**config.mk**
```make
export PLATFORM = sky130hd
export DESIGN_NAME = fetch_ctrl
export DESIGN_NICKNAME = d
export VERILOG_FILES = /design/src/rtl/fetch_ctrl_pkg.sv /design/src/rtl/fetch_pc_mux.sv /design/src/rtl/fetch_ctrl.sv
export SDC_FILE = /design/constraint.sdc
export NUM_CORES = 1
export LEC_CHECK = 0
export BUFFER_PORTS_ARGS = -buffer_cell sky130_fd_sc_hd__clkbuf_2
export CAP_MARGIN = 30
export CORE_MARGIN = 2
export CORE_UTILIZATION = 35
export CTS_BUF_LIST = sky130_fd_sc_hd__clkbuf_16
export DETAILED_ROUTE_END_ITERATION = 8
export PLACE_DENSITY = 0.71
export SLEW_MARGIN = 20
export SYNTH_ARGS = -nofsm -noshare
export SYNTH_HDL_FRONTEND = slang
export SYNTH_HIERARCHICAL = 1
export SYNTH_SLANG_ARGS = --single-unit
```
**constraint.sdc**
```tcl
create_clock -name clk -period 6.3 [get_ports clk]
set_clock_uncertainty 0.05 [all_clocks]
set_input_delay 0.945 -clock clk [delete_from_list [all_inputs] [get_ports clk]]
set_output_delay 0.945 -clock clk [all_outputs]
set_load 0.05 [all_outputs]
```
**src/rtl/fetch_ctrl_pkg.sv**
```systemverilog
// Shared definitions for the instruction-fetch sequencer: control-state encoding
// and default geometry of the program ROM.
package fetch_ctrl_pkg;

    typedef enum logic [1:0] {
        ST_HALT  = 2'd0,
        ST_STEP  = 2'd1,
        ST_RUN   = 2'd2,
        ST_FAULT = 2'd3
    } ctrl_state_t;

    localparam int          ADDR_W_DEF    = 5;
    localparam int          ROM_DEPTH_DEF = 20;
    localparam logic [31:0] RESET_PC_DEF  = 32'h0000_0000;

endpackage

```
**src/rtl/fetch_pc_mux.sv**
```systemverilog
// Next-PC selection (jump over branch over sequential) and fetch legality of the
// current PC: word aligned and inside the populated part of the ROM.
module fetch_pc_mux
    import fetch_ctrl_pkg::*;
#(
    parameter int ROM_DEPTH = ROM_DEPTH_DEF
) (
    input  logic [31:0] pc,
    input  logic        br_taken,
    input  logic [31:0] br_target,
    input  logic        jmp_taken,
    input  logic [31:0] jmp_target,
    output logic [31:0] next_pc,
    output logic        pc_legal
);

    always_comb begin
        next_pc = pc + 32'd4;
        if (jmp_taken) begin
            next_pc = jmp_target;
        end else if (br_taken) begin
            next_pc = br_target;
        end
    end

    assign pc_legal = (pc[1:0] == 2'b00) && ({2'b00, pc[31:2]} < 32'(ROM_DEPTH));

endmodule

```
**src/rtl/fetch_ctrl.sv**
```systemverilog
// Instruction-fetch sequencer: owns the PC, shares the ROM address port with a
// debug reader, and provides halt / single-step / free-run control.
//
//   state    | meaning
//   ---------+----------------------------------------------------------
//   ST_HALT  | no fetches; debug reader owns the port whenever it asks
//   ST_STEP  | retire exactly one instruction, then back to ST_HALT
//   ST_RUN   | retire on every CPU-owned cycle until halt_req
//   ST_FAULT | illegal PC was fetched; left only through rst
module fetch_ctrl
    import fetch_ctrl_pkg::*;
#(
    parameter int          ADDR_W    = ADDR_W_DEF,
    parameter int          ROM_DEPTH = ROM_DEPTH_DEF,
    parameter logic [31:0] RESET_PC  = RESET_PC_DEF
) (
    input  logic              clk,
    input  logic              rst,
    input  logic              run_req,
    input  logic              step_req,
    input  logic              halt_req,
    input  logic              br_taken,
    input  logic [31:0]       br_target,
    input  logic              jmp_taken,
    input  logic [31:0]       jmp_target,
    input  logic              dbg_req,
    input  logic [ADDR_W-1:0] dbg_addr,
    output logic              dbg_ack,
    output logic [31:0]       dbg_data,
    output logic [ADDR_W-1:0] rom_addr,
    input  logic [31:0]       rom_inst,
    output logic [31:0]       pc,
    output logic [31:0]       inst,
    output logic              inst_valid,
    output logic [1:0]        ctrl_state,
    output logic              pc_fault,
    output logic [31:0]       retire_cnt
);

    ctrl_state_t state;
    logic        dbg_last;
    logic [31:0] next_pc;
    logic        pc_legal;
    logic        cpu_active;
    logic        dbg_grant;
    logic        cpu_fetch;
    logic        fetch_fault;

    fetch_pc_mux #(
        .ROM_DEPTH (ROM_DEPTH)
    ) u_pc_mux (
        .pc         (pc),
        .br_taken   (br_taken),
        .br_target  (br_target),
        .jmp_taken  (jmp_taken),
        .jmp_target (jmp_target),
        .next_pc    (next_pc),
        .pc_legal   (pc_legal)
    );

    // While fetching, a debug grant is never given twice in a row so the CPU
    // always gets at least every other cycle.
    assign cpu_active  = (state == ST_STEP) || (state == ST_RUN);
    assign dbg_grant   = dbg_req && !(cpu_active && dbg_last);
    assign cpu_fetch   = cpu_active && !dbg_grant;
    assign inst_valid  = cpu_fetch && pc_legal;
    assign fetch_fault = cpu_fetch && !pc_legal;

    assign rom_addr   = dbg_grant ? dbg_addr : pc[ADDR_W+1:2];
    assign dbg_ack    = dbg_grant;
    assign dbg_data   = dbg_grant ? rom_inst : 32'h0;
    assign inst       = dbg_grant ? 32'h0 : rom_inst;
    assign ctrl_state = state;

    always_ff @(posedge clk) begin
        if (rst) begin
            state      <= ST_HALT;
            pc         <= RESET_PC;
            pc_fault   <= 1'b0;
            retire_cnt <= 32'h0;
            dbg_last   <= 1'b0;
        end else begin
            dbg_last <= dbg_grant;
            if (fetch_fault) begin
                pc_fault <= 1'b1;
            end
            if (inst_valid) begin
                pc         <= next_pc;
                retire_cnt <= retire_cnt + 32'd1;
            end
            case (state)
                ST_HALT: begin
                    if (run_req) begin
                        state <= ST_RUN;
                    end else if (step_req) begin
                        state <= ST_STEP;
                    end
                end
                ST_STEP: begin
                    if (fetch_fault) begin
                        state <= ST_FAULT;
                    end else if (inst_valid) begin
                        state <= ST_HALT;
                    end
                end
                ST_RUN: begin
                    if (fetch_fault) begin
                        state <= ST_FAULT;
                    end else if (halt_req) begin
                        state <= ST_HALT;
                    end
                end
                default: state <= ST_FAULT;
            endcase
        end
    end

endmodule

```
* Yosys cells after proc, flatten, opt, wreduce, memory -nomap -nowiden *
Cells that the tools add are included.

cells by class
  magnitude comparators = 1
  multiplexer cells = 12
  divide/modulo/power cells = 0
  reductions and logical operators = 13
  equality and inequality tests = 5
  multipliers = 0
  shifts and indexed selects = 0
  bitwise operators = 0
  $add $sub $neg = 2

operators with widths
  kind                     count
  $mux W32                 4
  $add A32 B1 Y32 const B  1
  $add A32 B3 Y32 const B  1
  $lt A30 B5 Y1 const B    1
  $mux W2                  6
  $ne A3 B3 Y1 const B     3
  $logic_and A1 B1 Y1      6
  $pmux W2 S3              1
  $mux W5                  1
  $logic_not A2 Y1         2
  $logic_not A1 Y1         3
  $reduce_and A3 Y1        1
  $eq A2 B1 Y1 const B     1
  $eq A2 B2 Y1 const B     1
  $logic_or A1 B1 Y1       1

storage, ports and cells
  bits in latches = 0
  memory bits (read-only) = 0
  bits in writable memories = 0
  flip-flop bits (word level) = 68
  word-level logic and storage cells = 38
  memories = 0
  output and inout bits = 138

* Logic depth before layout (Yosys ltp) *
Gate-level depths: netlist of run 1.

  depth after elaboration = 11
  gate-level depth with buffers = 10
  mapped depth without buffers = 8

* By module *
The synthesis of run 1 kept the hierarchy.

modules (own cells, without submodules)
  module        area each (um^2)  instances  cells an instance
  fetch_ctrl    3519.6            1          444
  fetch_pc_mux  1243.7            1          195

* Worst setup path before layout of run 1 *
Ideal clock, no wire load.

  path type = reg-to-output
  start point = register state[0], in the netlist ctrl_state[0]
  end point = output port dbg_data[22]
  arrival time = 2.667 ns
  data required time = 5.305 ns
  path slack = 2.638 ns
  stages on the path, launching flop included = 6
  buffers on the path = 1
  cell sequence = dfxtp_1 -> inv_1 -> ha_1 -> a21boi_1 -> clkbuf_1 -> and2_1

on the way
  longest elaborated chain between the ends = 6
  elaborated cells on any way between the ends = 7
  classes of those cells = eq/ne: 2; mux: 1; reduce/logical: 4

RTL lines
  element                                       RTL line          RTL
  start: declaration                            fetch_ctrl.sv:40  ctrl_state_t state;
  start signal: assignment                      fetch_ctrl.sv:77  state <= ST_HALT;
  start signal: assignment                      fetch_ctrl.sv:94  state <= ST_RUN;
  start signal: assignment                      fetch_ctrl.sv:96  state <= ST_STEP;
  $eq A2 B1 Y1 or $eq A2 B2 Y1 (tied branches)  fetch_ctrl.sv:63  assign cpu_active = (state == ST_STEP) || (state == ST_RUN);
  $logic_or A1 B1 Y1 *                          fetch_ctrl.sv:63
  $logic_and A1 B1 Y1 *                         fetch_ctrl.sv:64  assign dbg_grant = dbg_req && !(cpu_active && dbg_last);
  $logic_not A1 Y1 *                            fetch_ctrl.sv:64
  $logic_and A1 B1 Y1 *                         fetch_ctrl.sv:64
  net dbg_ack                                   fetch_ctrl.sv:28  output logic dbg_ack,
  $mux W32 *                                    fetch_ctrl.sv:71  assign dbg_data = dbg_grant ? rom_inst : 32'h0;
  end: declaration                              fetch_ctrl.sv:29  output logic [31:0] dbg_data,

Mark *: on every way through the listed nets, which the timed path passes. The rest lies on a longest branch.

* Worst setup path after layout of run 1 *
  start point = register pc[20]
  end point = output port inst_valid

on the way
  longest elaborated chain between the ends = 3

RTL lines
  element                   RTL line            RTL
  start: declaration        fetch_ctrl.sv:32    output logic [31:0] pc,
  start signal: assignment  fetch_ctrl.sv:88    pc <= next_pc;
  $lt A30 B5 Y1             fetch_pc_mux.sv:26  assign pc_legal = (pc[1:0] == 2'b00) && ({2'b00, pc[31:2]} < 32'(ROM_DEPTH));
  $logic_and A1 B1 Y1       fetch_pc_mux.sv:26
  net pc_legal              fetch_ctrl.sv:43    logic pc_legal;
  $logic_and A1 B1 Y1       fetch_ctrl.sv:66    assign inst_valid = cpu_fetch && pc_legal;
  end: declaration          fetch_ctrl.sv:34    output logic inst_valid,

The timed path passes the listed nets, and every way through them passes these cells.

==> out/metrics.yaml, run 1 <==
status: "finished clean"
layout_commonest_cell: "clkbuf_2"
core_area_sq_um: 13240
finalCriticalPeriod_ns: 3.565
start_util: 0.3597
crit_type: "flip-flop to output port"
drv_slew: 0
htreeDepth: 3
gp_congestion: 0.8582
path_cells: "nor4_1 -> nand4_1 -> nor2_1 -> nand3_1 -> clkinv_1 -> clkbuf_2"
final_cell_mix: "clkbuf_2 (246), nand2_1 (97), dfxtp_1 (68)"
dieArea_sq_um: 14560
setup_tns_ns: 0
numPortBuffers: 246
cts_setup_buffers: 0
grt_pass1_vias: 4956
synth-seq-cells: 68
diodes: 0
fin_area_sq_um: 6351
ios: 247
max_freq_ghz: 0.2805
viasPerCell: 5.121
synthCells: 639
rows: 42
vias: 5310
p_switching_w: 0.001500
drtIter0Drc: 333
r2r_slack_ns: 3.01
critPathLaunchType: "flip-flop"
power.internal_w: 0.001288
synth_edf_count: 0
synth-async-reset-ratio: 0
finalSetupViolCount: 0
final_util: 0.4796
cellLeakagePower_nw: 2.753
crit_fanout: 15
die-height_um: 120.7
swShare: 0.5379
drive_above_1_share: 0.3508
syn_nets: 754
crit_path_end: "inst_valid"
pwr-share-comb: 0.562
synth-main-ff-cell: "dfxtp_1"
track_usage: 0.2180
reg2reg_to: "retire_cnt[29]"
hold_viol_final: 0
cts_resized: 0
antenna_found_initial: 0
cap_violations: 0
clock-sinks: 68
seqPwrFrac: 0.247
max_stage_delay_ns: 0.47
relSlewSlack: 0.3913
cts_tree: "yes"
grt_max_degree: 84
yosysSeqAreaShare: 0.2858
grt_setup_unrepaired: "false"
worstMarginPinSlew_ns: 0.9131
cp.required_ns: 5.30
finish.net_count: 971
hold_class: "flip-flop to flip-flop"
cp-startpoint: "pc[20]"
ys_types: 57
place_ws_ns: 2.939
root_buffer: "clkbuf_16"
clk_latency_ns: 0.33
syn_area_sq_um: 4763
reg2reg_depth: 7
period_share: 0.5659
area_growth_pct: 33.33
holdBufCountCts: 0
pwr-share-clk: 0.191
final.setup.worst_slack_ns: 2.735
peakVddDrop_v: 0.0002959
powerDensity_nw_per_um2: 438.9
postSynthAreaPerCell_sq_um: 7.454
max-clock-path-buffers: 2
dpl-instance-area_sq_um: 6042
slowest_stage: "nor4_1"
hpwl_mm: 12.29
routed_wl_mm: 16.37
wl_per_cell_um: 15.79
min_from: "pc[1]"
drtAntennaViolNets: 0
die_x_um: 120.7
r2r-start: "pc[20]"
ys_warn_count: 6
overflow: 0
endpoint_kind: "output port"
drt_pass1_iterations: 4
post-route-drc-count: 0
cts_buffers: 9
clk_pin_slew_ns: 0.06
arrival_ns: 2.57
grt_pass1_wl_mm: 25.43
nFillCells: 1361
## state kept, by name, summed over array words and instances (netlist names)
name,cells
pc_fault,1
pc,32
dbg_last,1
retire_cnt,32
ctrl_state,2
## synthesized netlist by cell type, drive strengths merged (5+ instances only)
cell	number	area (sq um)
o31ai	6	45.04
xnor2	17	148.9
o22ai	5	31.28
and4	5	45.04
clkbuf	29	120.1
xor2	14	122.6
buf	15	113.9
and2	34	212.7
a22oi	13	97.59
nor2b	51	319.1
a21oi	58	290.3
nand3	28	157.7
inv	11	41.29
nand4	14	93.84
nor3	9	50.05
mux2i	5	50.05
or4	6	48.80
nand2	97	364.1
nor4	25	181.4
or3	7	43.79
o21ai	33	165.2
mux2	22	247.7
ha	6	75.07
dfxtp	68	1361
nor2	34	135.1
and3	10	62.56
## layout make-up
class,count,area (sq um),area share
Sequential cell,68,1361,0.2143
Clock buffer,9,225.2,0.03546
Tap cell,176,220.2,0.03467
Timing Repair Buffer,250,1281,0.2017
Multi-Input combinational cell,515,3134,0.4935
Clock inverter,7,83.83,0.01320
Inverter,12,45.04,0.007092
## how the worst min path moves through the flow
stage / slack [ns] / cells past startpoint / endpoint
after floorplan: 0.65 / 2 / pc[18]
after global placement: 0.43 / 2 / pc[1]
after detailed placement: 0.44 / 2 / retire_cnt[1]
after CTS: 0.45 / 2 / retire_cnt[1]
after global routing: 0.47 / 2 / pc[1]
final: 0.44 / 2 / pc[1]
## logic make-up after synthesis
logic type	Yosys count	share of synthesized area
xor gates and xnor gates	31	0.05700
adders and majority gates	6	0.01576
buffers and inverters	56	0.05857
AOI/OAI and AO/OA	125	0.1500
and+or+nand+nor	326	0.3704
DFF	68	0.2858
muxes	27	0.06252
## critical path, delay by kind of cell, from the launching register on
| family | cells | cell delay, ns |
|---|---|---|
| buffers and inverters | 2 | 0.71 |
| DFF | 1 | 0.36 |
| and+or+nand+nor | 4 | 1.16 |
## layer usage
metal | wire (um) | track usage | up-vias
met2 | 7627 | 0.3602 | 184
met5 | 0 | 0 | -
met3 | 1053 | 0.04811 | 22
met4 | 297 | 0.06831 | 0
met1 | 7396 | 0.2823 | 2438
li1 | - | - | 2666
## power by group through the flow
stage	clock, W	combinational [W]	sequential [W]
floorplan	0	0.000814	0.000981
global placement	0	0.00152	0.000682
detailed placement	0	0.00157	0.000698
CTS	0.000542	0.00157	0.000688
global route	0.000559	0.00168	0.000711
finish	0.000532	0.00157	0.000689
## per-stage QoR
stage | hold WS, ns | power [W] | cells
4_1_cts | 0.4475 | 0.002803 | 1037
5_1_grt | 0.4656 | 0.002952 | 1037
3_3_place_gp | 0.4276 | 0.002205 | 1020
2_1_floorplan | 0.6453 | 0.001795 | 639
3_5_place_dp | 0.4392 | 0.002265 | 1021
6_report | 0.4442 | 0.002788 | 1037
Power figures use the tool's default switching activity.
==> inputs of run 2 (changes only) <==
==> constraint.sdc (replaced) <==
create_clock -name clk -period 3.4 [get_ports clk]
set_clock_uncertainty 0.05 [all_clocks]
set_input_delay 0.51 -clock clk [delete_from_list [all_inputs] [get_ports clk]]
set_output_delay 0.51 -clock clk [all_outputs]
set_load 0.05 [all_outputs]
==> run 2 against run 1 <==
Against the previous run: first-iteration DRC count shrank 3.3%; cell count grew 0.19%; sequential share of layout area shrank 0.072 points; worst hold slack better by 0.0071 ns; sequential power up 86%; global-route usage fell by 0.29 points; power up 81%; non-clock buffer count increased by 2; highest routed layer unchanged; critical path depth increased by 1; largest cell class unchanged; core utilization is 0.16 points higher.
==> out/metrics.yaml, run 2 (same netlist as run 1, synthesis figures left out) <==
r2r_slack_ns: 0.33  # -2.68 ns
core_area_sq_um: 13240  # unchanged
cts_resized: 0  # unchanged
rows: 42  # unchanged
cp.required_ns: 3.57  # -1.73 ns
p_total_w: 0.005033  # +81%
clock-sinks: 68  # unchanged
die-height_um: 120.7  # unchanged
grt_pass1_wl_mm: 24.98  # -1.8%
finalSetupViolCount: 0  # unchanged
ios: 247  # unchanged
period_share: 0.9022
drt_pass1_iterations: 5  # +1
wl_per_cell_um: 15.70  # -0.59%
root_buffer: "clkbuf_16"
drive_above_1_share: 0.3511  # about the same
fin_area_sq_um: 6372  # +0.33%
numPortBuffers: 246  # unchanged
reg2reg_depth: 7  # unchanged
diodes: 0  # unchanged
cts_setup_buffers: 0  # unchanged
cts_buffers: 9  # unchanged
peakVddDrop_v: 0.0003743  # +26%
nFillCells: 1342  # -1.4%
hold_path_end: "retire_cnt[10]"
powerDensity_nw_per_um2: 789.8  # +80%
hpwl_mm: 12.25  # -0.34%
layout_commonest_cell: "clkbuf_2"
drtAntennaViolNets: 0  # unchanged
status: "finished clean"
routed_wl_mm: 16.31  # -0.40%
r2r-start: "pc[18]"
crit_fanout: 19  # +4
dieArea_sq_um: 14560  # unchanged
overflow: 0  # unchanged
antenna_found_initial: 0  # unchanged
cellLeakagePower_nw: 2.754  # about the same
vias: 5337  # +0.51%
grt_setup_unrepaired: "false"
drtIter0Drc: 322  # -3.3%
drv_slew: 0  # unchanged
start_util: 0.3597  # unchanged
post-route-drc-count: 0  # unchanged
finalCriticalPeriod_ns: 3.067
max_freq_ghz: 0.3260
die_x_um: 120.7  # unchanged
cts_tree: "yes"
arrival_ns: 3.24  # +0.67 ns
viasPerCell: 5.137  # +0.32%
hold_class: "flip-flop to flip-flop"
reg2reg_to: "retire_cnt[15]"
grt_max_degree: 72  # -14%
critPathLaunchType: "flip-flop"
track_usage: 0.2151  # -0.002897
clk_pin_slew_ns: 0.06  # about the same
relSlewSlack: 0.4091  # +0.01787
grt_pass1_vias: 4881  # -1.5%
holdBufCountCts: 0  # unchanged
crit_type: "flip-flop to flip-flop"
finish.net_count: 973  # +0.21%
hold_viol_final: 0  # unchanged
max-clock-path-buffers: 2  # unchanged
min_from: "retire_cnt[10]"
dpl-instance-area_sq_um: 6070  # +0.46%
endpoint_kind: "flip-flop"
area_growth_pct: 33.78
hold_depth: 2  # unchanged
clk_latency_ns: 0.34  # about the same
htreeDepth: 3  # unchanged
gp_congestion: 0.8633  # +0.59%
setup_tns_ns: 0  # unchanged
worstMarginPinSlew_ns: 0.8841  # -0.02894 ns
cap_violations: 0  # unchanged
final_cell_mix: "clkbuf_2 (245), nand2_1 (97), dfxtp_1 (68)"
-- run 2: cell count changes in the layout (fill, tap and decap cells not counted), sizes merged --
| cell | delta |
|---|---|
| clkbuf | -1 |
| buf | +3 |
| inv | -2 |
| clkinv | +3 |
| bufinv | -1 |
-- run 2: worst max path at each step --
stage,start,end,depth (start not counted)
6_report,pc[18],retire_cnt[15],7
5_1_grt,pc[18],retire_cnt[25],7
4_1_cts,pc[18],retire_cnt[15],7
3_5_place_dp,pc[18],retire_cnt[25],7
3_3_place_gp,pc[18],retire_cnt[29],7
2_1_floorplan,ctrl_state[0],dbg_data[22],5
-- run 2: final cells by class --
type | count | area (sq um) | share of cell area
multi-input combinational | 515 | 3134 | 0.4919
clock buffer | 9 | 225.2 | 0.03534
tap | 176 | 220.2 | 0.03456
sequential | 68 | 1361 | 0.2136
timing repair buffer | 252 | 1329 | 0.2085
clock inverter | 7 | 57.56 | 0.009032
inverter | 12 | 45.04 | 0.007069
-- run 2: per-layer routing --
metal  share of wire  up-vias  track usage
li1                -     2674            -
met1            0.44     2450       0.2754
met2            0.48      193       0.3609
met3           0.063       20      0.04764
met4           0.017        0      0.06395
met5               0        -            0
-- run 2: worst max-delay path, stage by stage, from the launching register on --
cell,delay [ns]
dfxtp_1,0.39
nor4_1,0.37
nand4_1,0.16
nor2_1,0.29
nand2_1,0.20
or3_1,0.67
nor4_1,0.44
mux2_2,0.37
-- run 2: through the flow --
stage | utilization | cells | setup WS, ns | hold WS [ns]
after floorplan | - | 639 | 0.1733 | 0.6453
after global placement | 0.4583 | 1022 | 0.4842 | 0.4364
after detailed placement | 0.4583 | 1022 | 0.3934 | 0.4468
after CTS | 0.4797 | 1038 | 0.3415 | 0.4560
after global routing | 0.4812 | 1039 | 0.06732 | 0.4722
final | 0.4812 | 1039 | 0.3326 | 0.4514
-- run 2: power by group --
part	internal [W]	switching [W]	leakage, nW
logic	0.000769	0.00208	2.07
registers	0.000978	0.000298	0.550
clock network	0.000556	0.000354	0.135
